<file path="src/rtl/mem_port_arbiter.sv">
// Purpose: shares one fixed-latency single-port memory between fetch (i_*) and data (d_*) ports.
// Latency: read done at T+MEM_LAT+2 and write done at T+2, where T is the request cycle seen in IDLE.
// Backpressure: one access in flight; the waiting port sees stall until its done pulse; data wins unless fetch has waited MAX_DSTREAK grants.
module mem_port_arbiter #(
    parameter int AW          = 32,
    parameter int DW          = 32,
    parameter int MEM_LAT     = 2,
    parameter int MAX_DSTREAK = 4
) (
    input  logic          clock,
    input  logic          resetn,
    input  logic          i_req,
    input  logic [AW-1:0] i_addr,
    output logic [DW-1:0] i_rdata,
    output logic          i_done,
    output logic          i_stall,
    input  logic          d_req,
    input  logic          d_we,
    input  logic [AW-1:0] d_addr,
    input  logic [DW-1:0] d_wdata,
    output logic [DW-1:0] d_rdata,
    output logic          d_done,
    output logic          d_stall,
    output logic          mem_en,
    output logic          mem_we,
    output logic [AW-1:0] mem_addr,
    output logic [DW-1:0] mem_wdata,
    input  logic [DW-1:0] mem_rdata,
    output logic          busy
);

    localparam int SW = $clog2(MAX_DSTREAK + 1);
    localparam int CW = (MEM_LAT > 1) ? $clog2(MEM_LAT) : 1;
    localparam logic [SW-1:0] STREAK_MAX = SW'(MAX_DSTREAK);
    localparam logic [CW-1:0] LAT_LOAD   = CW'(MEM_LAT - 1);

    typedef enum logic [1:0] {S_IDLE, S_ISSUE, S_WAIT, S_DONE} state_t;

    state_t        state;
    state_t        state_nxt;
    logic          owner_d;   // 1: data port owns the current access
    logic [SW-1:0] streak;    // consecutive data grants taken while fetch waited
    logic [CW-1:0] lat_cnt;
    logic          gnt_d;
    logic          gnt_i;

    assign i_stall = i_req & ~i_done;
    assign d_stall = d_req & ~d_done;

    // Arbitration and next-state decode; mem_we still holds the latched access type during ISSUE.
    always_comb begin
        state_nxt = state;
        gnt_d     = 1'b0;
        gnt_i     = 1'b0;
        case (state)
            S_IDLE: begin
                if (d_req && !(i_req && streak == STREAK_MAX)) begin
                    gnt_d     = 1'b1;
                    state_nxt = S_ISSUE;
                end else if (i_req) begin
                    gnt_i     = 1'b1;
                    state_nxt = S_ISSUE;
                end
            end
            S_ISSUE: state_nxt = mem_we ? S_DONE : S_WAIT;
            S_WAIT:  if (lat_cnt == '0) state_nxt = S_DONE;
            S_DONE:  state_nxt = S_IDLE;
            default: state_nxt = S_IDLE;
        endcase
    end

    // State register.
    always_ff @(posedge clock or negedge resetn) begin
        if (!resetn) state <= S_IDLE;
        else         state <= state_nxt;
    end

    // Latch the winner's operands at grant; they drive the memory port for the single ISSUE cycle.
    always_ff @(posedge clock or negedge resetn) begin
        if (!resetn) begin
            owner_d   <= 1'b0;
            mem_en    <= 1'b0;
            mem_we    <= 1'b0;
            mem_addr  <= '0;
            mem_wdata <= '0;
        end else begin
            mem_en <= gnt_d | gnt_i;
            if (gnt_d || gnt_i) begin
                owner_d  <= gnt_d;
                mem_we   <= gnt_d & d_we;
                mem_addr <= gnt_d ? d_addr : i_addr;
                if (gnt_d) mem_wdata <= d_wdata;
            end else if (state == S_ISSUE) begin
                mem_we <= 1'b0;
            end
        end
    end

    // Count data grants made while fetch is waiting so fetch cannot be starved.
    always_ff @(posedge clock or negedge resetn) begin
        if (!resetn) begin
            streak <= '0;
        end else if (gnt_d) begin
            if (!i_req)                   streak <= '0;
            else if (streak != STREAK_MAX) streak <= streak + 1'b1;
        end else if (gnt_i) begin
            streak <= '0;
        end
    end

    // Count down the read latency and capture the returning word into the owner's register.
    always_ff @(posedge clock or negedge resetn) begin
        if (!resetn) begin
            lat_cnt <= '0;
            i_rdata <= '0;
            d_rdata <= '0;
        end else if (state == S_ISSUE) begin
            lat_cnt <= LAT_LOAD;
        end else if (state == S_WAIT) begin
            if (lat_cnt != '0) begin
                lat_cnt <= lat_cnt - 1'b1;
            end else if (owner_d) begin
                d_rdata <= mem_rdata;
            end else begin
                i_rdata <= mem_rdata;
            end
        end
    end

    // Registered completion pulses and busy flag, aligned with the DONE state.
    always_ff @(posedge clock or negedge resetn) begin
        if (!resetn) begin
            i_done <= 1'b0;
            d_done <= 1'b0;
            busy   <= 1'b0;
        end else begin
            i_done <= (state_nxt == S_DONE) & ~owner_d;
            d_done <= (state_nxt == S_DONE) & owner_d;
            busy   <= (state_nxt != S_IDLE);
        end
    end

endmodule
</file>
<file path="config.mk">
export PLATFORM = sky130hd
export DESIGN_NAME = mem_port_arbiter
export DESIGN_NICKNAME = d
export VERILOG_FILES = /design/src/rtl/mem_port_arbiter.sv
export SDC_FILE = /design/constraint.sdc
export NUM_CORES = 1
export LEC_CHECK = 0
export CORE_UTILIZATION = 37
export CTS_CLUSTER_DIAMETER = 50
export CTS_CLUSTER_SIZE = 10
export DETAILED_ROUTE_END_ITERATION = 7
export GPL_TIMING_DRIVEN = 0
export PLACE_DENSITY = 0.77
export SKIP_LAST_GASP = 1
export SYNTH_ARGS = -nofsm -noshare
export SYNTH_HDL_FRONTEND = slang
export SYNTH_SLANG_ARGS = --single-unit
</file>
<file path="constraint.sdc">
create_clock -name clock -period 1.7 [get_ports clock]
set_clock_uncertainty 0.05 [all_clocks]
set_input_delay 0.34 -clock clock [delete_from_list [all_inputs] [get_ports clock]]
set_output_delay 0.34 -clock clock [all_outputs]
set_load 0.03 [all_outputs]
</file>
---- After elaboration in Yosys (flattened, before gate mapping) ----
Cells that the tools add are included.
word-level totals
  bits of input ports ..................... 133
  word-level logic and storage cells ...... 66
  latch bits .............................. 0
  bits in writable memories ............... 0
  output and inout port bits .............. 135
  bits in read-only memories .............. 0
  memories kept ........................... 0
  bits in registers ....................... 140
cells by class
  multiplexer cells ....................... 20
  add/sub/neg operators ................... 2
  bitwise gates (word level) .............. 11
  equal/unequal tests ..................... 7
  order comparisons ....................... 0
  reductions and logical operators ........ 13
  div/mod/pow operators ................... 0
  multipliers ............................. 0
  shift-type cells ........................ 0
operators with widths
  operator                                                                 number
  32-bit 2-to-1 mux                                                        1
  3-bit 2-to-1 mux                                                         4
  1-bit 2-to-1 mux                                                         11
  2-bit one-hot mux with 4 select lines                                    1
  4-bit AND reduction                                                      2
  2-bit nonzero test                                                       4
  2-bit == test, second input constant                                     3
  2-bit 2-to-1 mux                                                         3
  1-bit bitwise AND                                                        5
  1-bit inverter                                                           5
  2-bit AND reduction                                                      2
  3-bit by 1-bit adder with 3-bit output, second input constant            1
  3-bit == test, second input constant                                     1
  3-bit by 2-bit inequality test with 1-bit output, second input constant  1
  3-bit inequality test, second input constant                             1
  2-bit by 1-bit == test with 1-bit output, second input constant          1
  1-bit logical AND                                                        2
  2-bit logical NOT                                                        1
  1-bit logical NOT                                                        1
  1-bit logical OR                                                         1
  1-bit bitwise OR                                                         1
  1-bit subtractor, second input constant                                  1

---- Longest topological paths before layout ----
  depth after elaboration ................. 8
  gate-level depth with buffers ........... 7
  mapped depth without buffers ............ 5

---- Least setup slack after synthesis ----
No wires, ideal clock.
  kind .................................... register to register
  start ................................... register state[0]
  end ..................................... register d_rdata[10]
  period minus slack after synthesis ...... 1700 ps
  path slack .............................. 0 ps
  arrival ................................. 1525 ps
  setup time .............................. 125 ps
  data required time ...................... 1525 ps
  stages on the path, launching flop included .. 6
  buffers on the path ..................... 2
  cells stage by stage .................... dfrtp_1 > ha_1 > and4bb_1 > buf_2 > buf_6 > mux2_2
on the way
  cells in the longest elaborated chain, start to end .. 3
  elaborated cells between the ends (all ways) .. 4
RTL lines
  item                                      RTL line  text
  from (decl)                               39        state_t state;
  from (signal assigned)                    75        else state <= state_nxt;
  2-bit by 1-bit == test with 1-bit output  117       end else if (state == S_ISSUE) begin
  1-bit inverter (no line)                  n/a
  4-bit AND reduction (no line) (*)         n/a
  to (signal assigned)                      123       d_rdata <= mem_rdata;
  to (decl)                                 21        output logic [DW-1:0] d_rdata,
Every way passes the cells marked *; elsewhere a longest branch is shown, timed or not.
A chain may end at the register's enable or synchronous reset.

---- Worst setup path in the final report ----
  start ................................... register state[0]
  end ..................................... register i_rdata[12]
on the way
  cells in the longest elaborated chain, start to end .. 3
  elaborated cells between the ends (all ways) .. 4
RTL lines
  item                                      RTL line  text
  2-bit by 1-bit == test with 1-bit output  117
  1-bit inverter (no line)                  n/a
  4-bit AND reduction (no line) (*)         n/a
  to (signal assigned)                      125       i_rdata <= mem_rdata;
  to (decl)                                 14        output logic [DW-1:0] i_rdata,
Marked as above.

==> flow_summary_export.csv <==
group,metric,value,unit
logic_synthesis,synth_area_leaders,"dfrtp_1 61%, mux2_2 12%, mux2_4 7.6%",
pwr,ir_drop,908,uV
logic_synthesis,synthSimpleGateAreaFrac,6.08,%
floorplanning,die-area,0.0161,mm2
logic_synthesis,yosysTopAreaCellShare,60.8,%
timing,setup_violations,115,
clock_tree,clkLatencyLatePin,0.42,ns
floorplanning,core-area,0.0152,mm2
logic_synthesis,synth_ff_type,"dfrtp_1",
worst_setup_path,cp-start-kind,"flop",
logic_synthesis,netlist_instances,364,
clock_tree,root_buffer,"clkbuf_16",
routing,ant_nets,0,
grt,grt_pass1_vias,4770,
run,cap_violations,0,
outcome,status,"finished with violations",
timing,slew_headroom,64.4,%
worst_setup_path,cp_slowest_cell,"dfrtp_1",
grt,grt_max_degree,88,
logic_synthesis,synth_area,0.00576,mm2
worst_setup_path,worstPathRequired,1.94,ns
routing,drc,0,
clock_tree,cts_max_level,4,
logic_synthesis,synthArstFlopShare,100,%
worst_setup_path,crit_top_cell,"buf_6",
clock_tree,cts_buffers,17,
logic_synthesis,muxShareOfSynthArea,20.9,%
final_layout,drive_gt1_share,34.6,%
clock_tree,clock_path_buffers,2,
timing,max_freq,534,MHz
routing,firstDrtPassIters,4,
floorplanning,row_count,45,
floorplanning,initial_core_util,37.9,%
worst_hold_path,hold_class,"in -> reg",
worst_setup_path,end_kind,"flop",
worst_setup_path,crit_chain,"inv_2 > buf_12 > ha_4 > nor4b_4 > buf_6 > buf_6 > buf_8 > mux2_4",
final_layout,final_core_utilization,66.9,%
worst_setup_path,worst-path-max-fanout,7,
routing,num_vias,4407,
clock_tree,cts_num_sinks,140,
logic_synthesis,syn_avg_cell_area,15.8,um2
outcome,failed_checks,"negative setup slack",
clock_tree,cts_tree,"yes",
logic_synthesis,synth_compound_area_share,7.60,%
floorplanning,io_pins,268,
logic_synthesis,ys_ff_latch,140,
final_layout,areaGrowthSynthToFinish,76.5,%
logic_synthesis,seq_area_frac_synth,60.8,%
worst_setup_path,cp-startpoint,"state[0]$_DFF_PN0_",
worst_setup_path,critPathKind,"reg -> reg",
pwr,power_density,2150,mW/mm2
routing,wl_per_cell,19.4,um
worst_setup_path,r2r_start,"state[0]$_DFF_PN0_",
placement,place.gp.congestion,0.778,
logic_synthesis,yosysUniqueCellTypes,31,
floorplanning,die_y,127,um
logic_synthesis,yosysWarnings,0,
timing,min_period,1.87,ns
grt,grt_util_all_layers,20.9,%
worst_hold_path,holdCritStartpoint,"i_req",
worst_setup_path,cp_data_arrival_time,2.12,ns
logic_synthesis,synth_edf_count,0,
placement,dp_hpwl,11.2,mm
worst_setup_path,cp_slowest_stage_delay,0.43,ns
timing,report.final.slew_viol_count,0,
logic_synthesis,yosys.area_share.xor_xnor,0,%
logic_synthesis,synth_top_family_by_area,"multiplexers",
timing,worst_slack,-0.172,ns
routing,wl,17.3,mm
grt,grt_overflow_total,0,
timing,rsz0062_at_grt,"yes",
pwr,p_leak,4.59,nW
final_layout,final_cells,894,
timing,final_hold_viol_count,0,
floorplanning,die_w,127,um
worst_setup_path,cpLargestDelayFamily,"buffers and inverters",
clock_tree,path_clk_slew,0.06,ns
final_layout,antenna_cells,0,
timing,tns,-11.03,ns
timing,tightest_slew,0.534,ns
grt,grt_pass1_wl,25.6,mm
timing,min_period_over_period,110,%
routing,drt_iter0_drc,222,
logic_synthesis,yosysTopAreaCell,"dfrtp_1",
placement,post-place-cells,819,
grt,antenna_found_initial,0,
routing,viasPerCell,4.93,
final_layout,fin_nets,832,
placement,place.port_buffers,266,
worst_setup_path,path_buf_inv,5,
logic_synthesis,synth-adder-area-share,1.30,%
logic_synthesis,synth_nets,503,
-- power breakdown --
group / switching, W / leakage (nW) / internal, W
logic: 0.00615 / 2.66 / 0.00585
clock network: 0.00150 / 0.299 / 0.00238
registers: 0.000964 / 1.64 / 0.00503
-- worst paths after layout --
kind / end / slack [ns] / cells after the start
min reg2reg: i_rdata[16]$_DFFE_PN0P_ / 0.45 / 1
max: i_rdata[12]$_DFFE_PN0P_ / -0.17 / 8
max in group asynchronous: lat_cnt$_DFFE_PN0P_ / 0.39 / 3
min: streak[1]$_DFFE_PN0P_ / 0.17 / 3
max reg2reg: i_rdata[12]$_DFFE_PN0P_ / -0.17 / 8
min in group asynchronous: i_rdata[26]$_DFFE_PN0P_ / 0.40 / 2
-- kinds of logic (layout without fill, tap and decap cells) --
| kind of cell | Yosys count | count (layout) |
|---|---|---|
| mux | 97 | 97 |
| fa+ha+maj | 6 | 6 |
| buf+inv | 28 | 369 |
| compound gates | 41 | 41 |
| simple gates | 52 | 53 |
| flops | 140 | 140 |
-- synthesized netlist by cell type, types with 2 or more instances --
master and number:
o221a_2 32, nand2b_1 24, mux2_2 62, inv_1 7
clkbuf_1 4, nand2_1 5, buf_6 8, nand3_1 3
dfrtp_1 140, nor4b_1 2, mux2_4 29, buf_2 3
mux2_1 6, nor2b_1 2, ha_1 6, or2b_1 9
buf_4 6, o22ai_1 3
-- stage by stage --
step	total power [W]	setup slack [ns]	hold WS (ns)	instance area (um2)
floorplan	0.0125	0.000198	-0.00559	5760
global placement	0.0168	-5.02	0.416	8660
detailed placement	0.0170	-0.534	0.272	8690
finish	0.0219	-0.172	0.167	10200
global route	0.0229	-0.245	0.162	10200
CTS	0.0212	-0.247	0.140	9800
-- sequential cells by signal, indices dropped and copies added (netlist names), 2 cells and up --
name / count
d_rdata: 32
i_rdata: 32
mem_addr: 32
mem_wdata: 32
state: 2
streak: 3
-- tightest hold or removal path: stages --
cell     delay (ns)
buf_6          0.13
nand2_1        0.07
o22ai_1        0.05
-- per-layer routing --
| layer | GRT usage [%] | wire, um | up-vias |
|---|---|---|---|
| li1 | - | - | 1992 |
| met1 | 24.3 | 6930 | 2197 |
| met2 | 37.0 | 8900 | 195 |
| met3 | 6.03 | 1200 | 23 |
| met4 | 7.07 | 291 | 0 |
| met5 | 0 | 0 | - |
-- timing repair --
item | 4_1_cts | 5_1_grt
pin swaps | 1 | 1
gates cloned | 6 | 9
endpoints found under the hold margin | 53 | 0
gates resized for setup | 216 | 64
hold buffers | 1 | 0
setup buffers | 18 | 15
endpoints found under the setup margin | 262 | 130
-- placed cells by master, fill, tap and decap left out, types with 2 or more instances in the layout --
master           Yosys  final
dfrtp_1            140    140
dlygate4sd2_1        0    133
clkdlybuf4s50_1      0    129
mux2_4              29     82
o221a_2             32     32
nand2b_1            24     24
clkbuf_16            0     23
buf_4                6     18
buf_6                8     17
mux2_2              62     15
buf_12               0     11
buf_8                0      9
or2b_1               9      9
nand2_1              5      5
inv_6                0      5
inv_2                0      4
ha_4                 0      4
clkinv_4             0      4
inv_1                7      3
nand3_4              0      3
o22ai_1              3      3
bufinv_16            0      3
buf_16               0      3
nor2b_1              2      2
ha_1                 6      2
clkinvlp_4           0      2
-- cell type report --
| cell class | count | area [um2] |
|---|---|---|
| buffer | 19 | 275 |
| clock buffer | 18 | 439 |
| clock inverter | 14 | 184 |
| fill | 1118 | 5040 |
| inverter | 7 | 26.3 |
| multi-input combinational | 197 | 2370 |
| sequential | 140 | 3500 |
| tap | 188 | 235 |
| timing repair buffer | 311 | 3130 |
No activity file was read; power rests on OpenSTA's default activity.
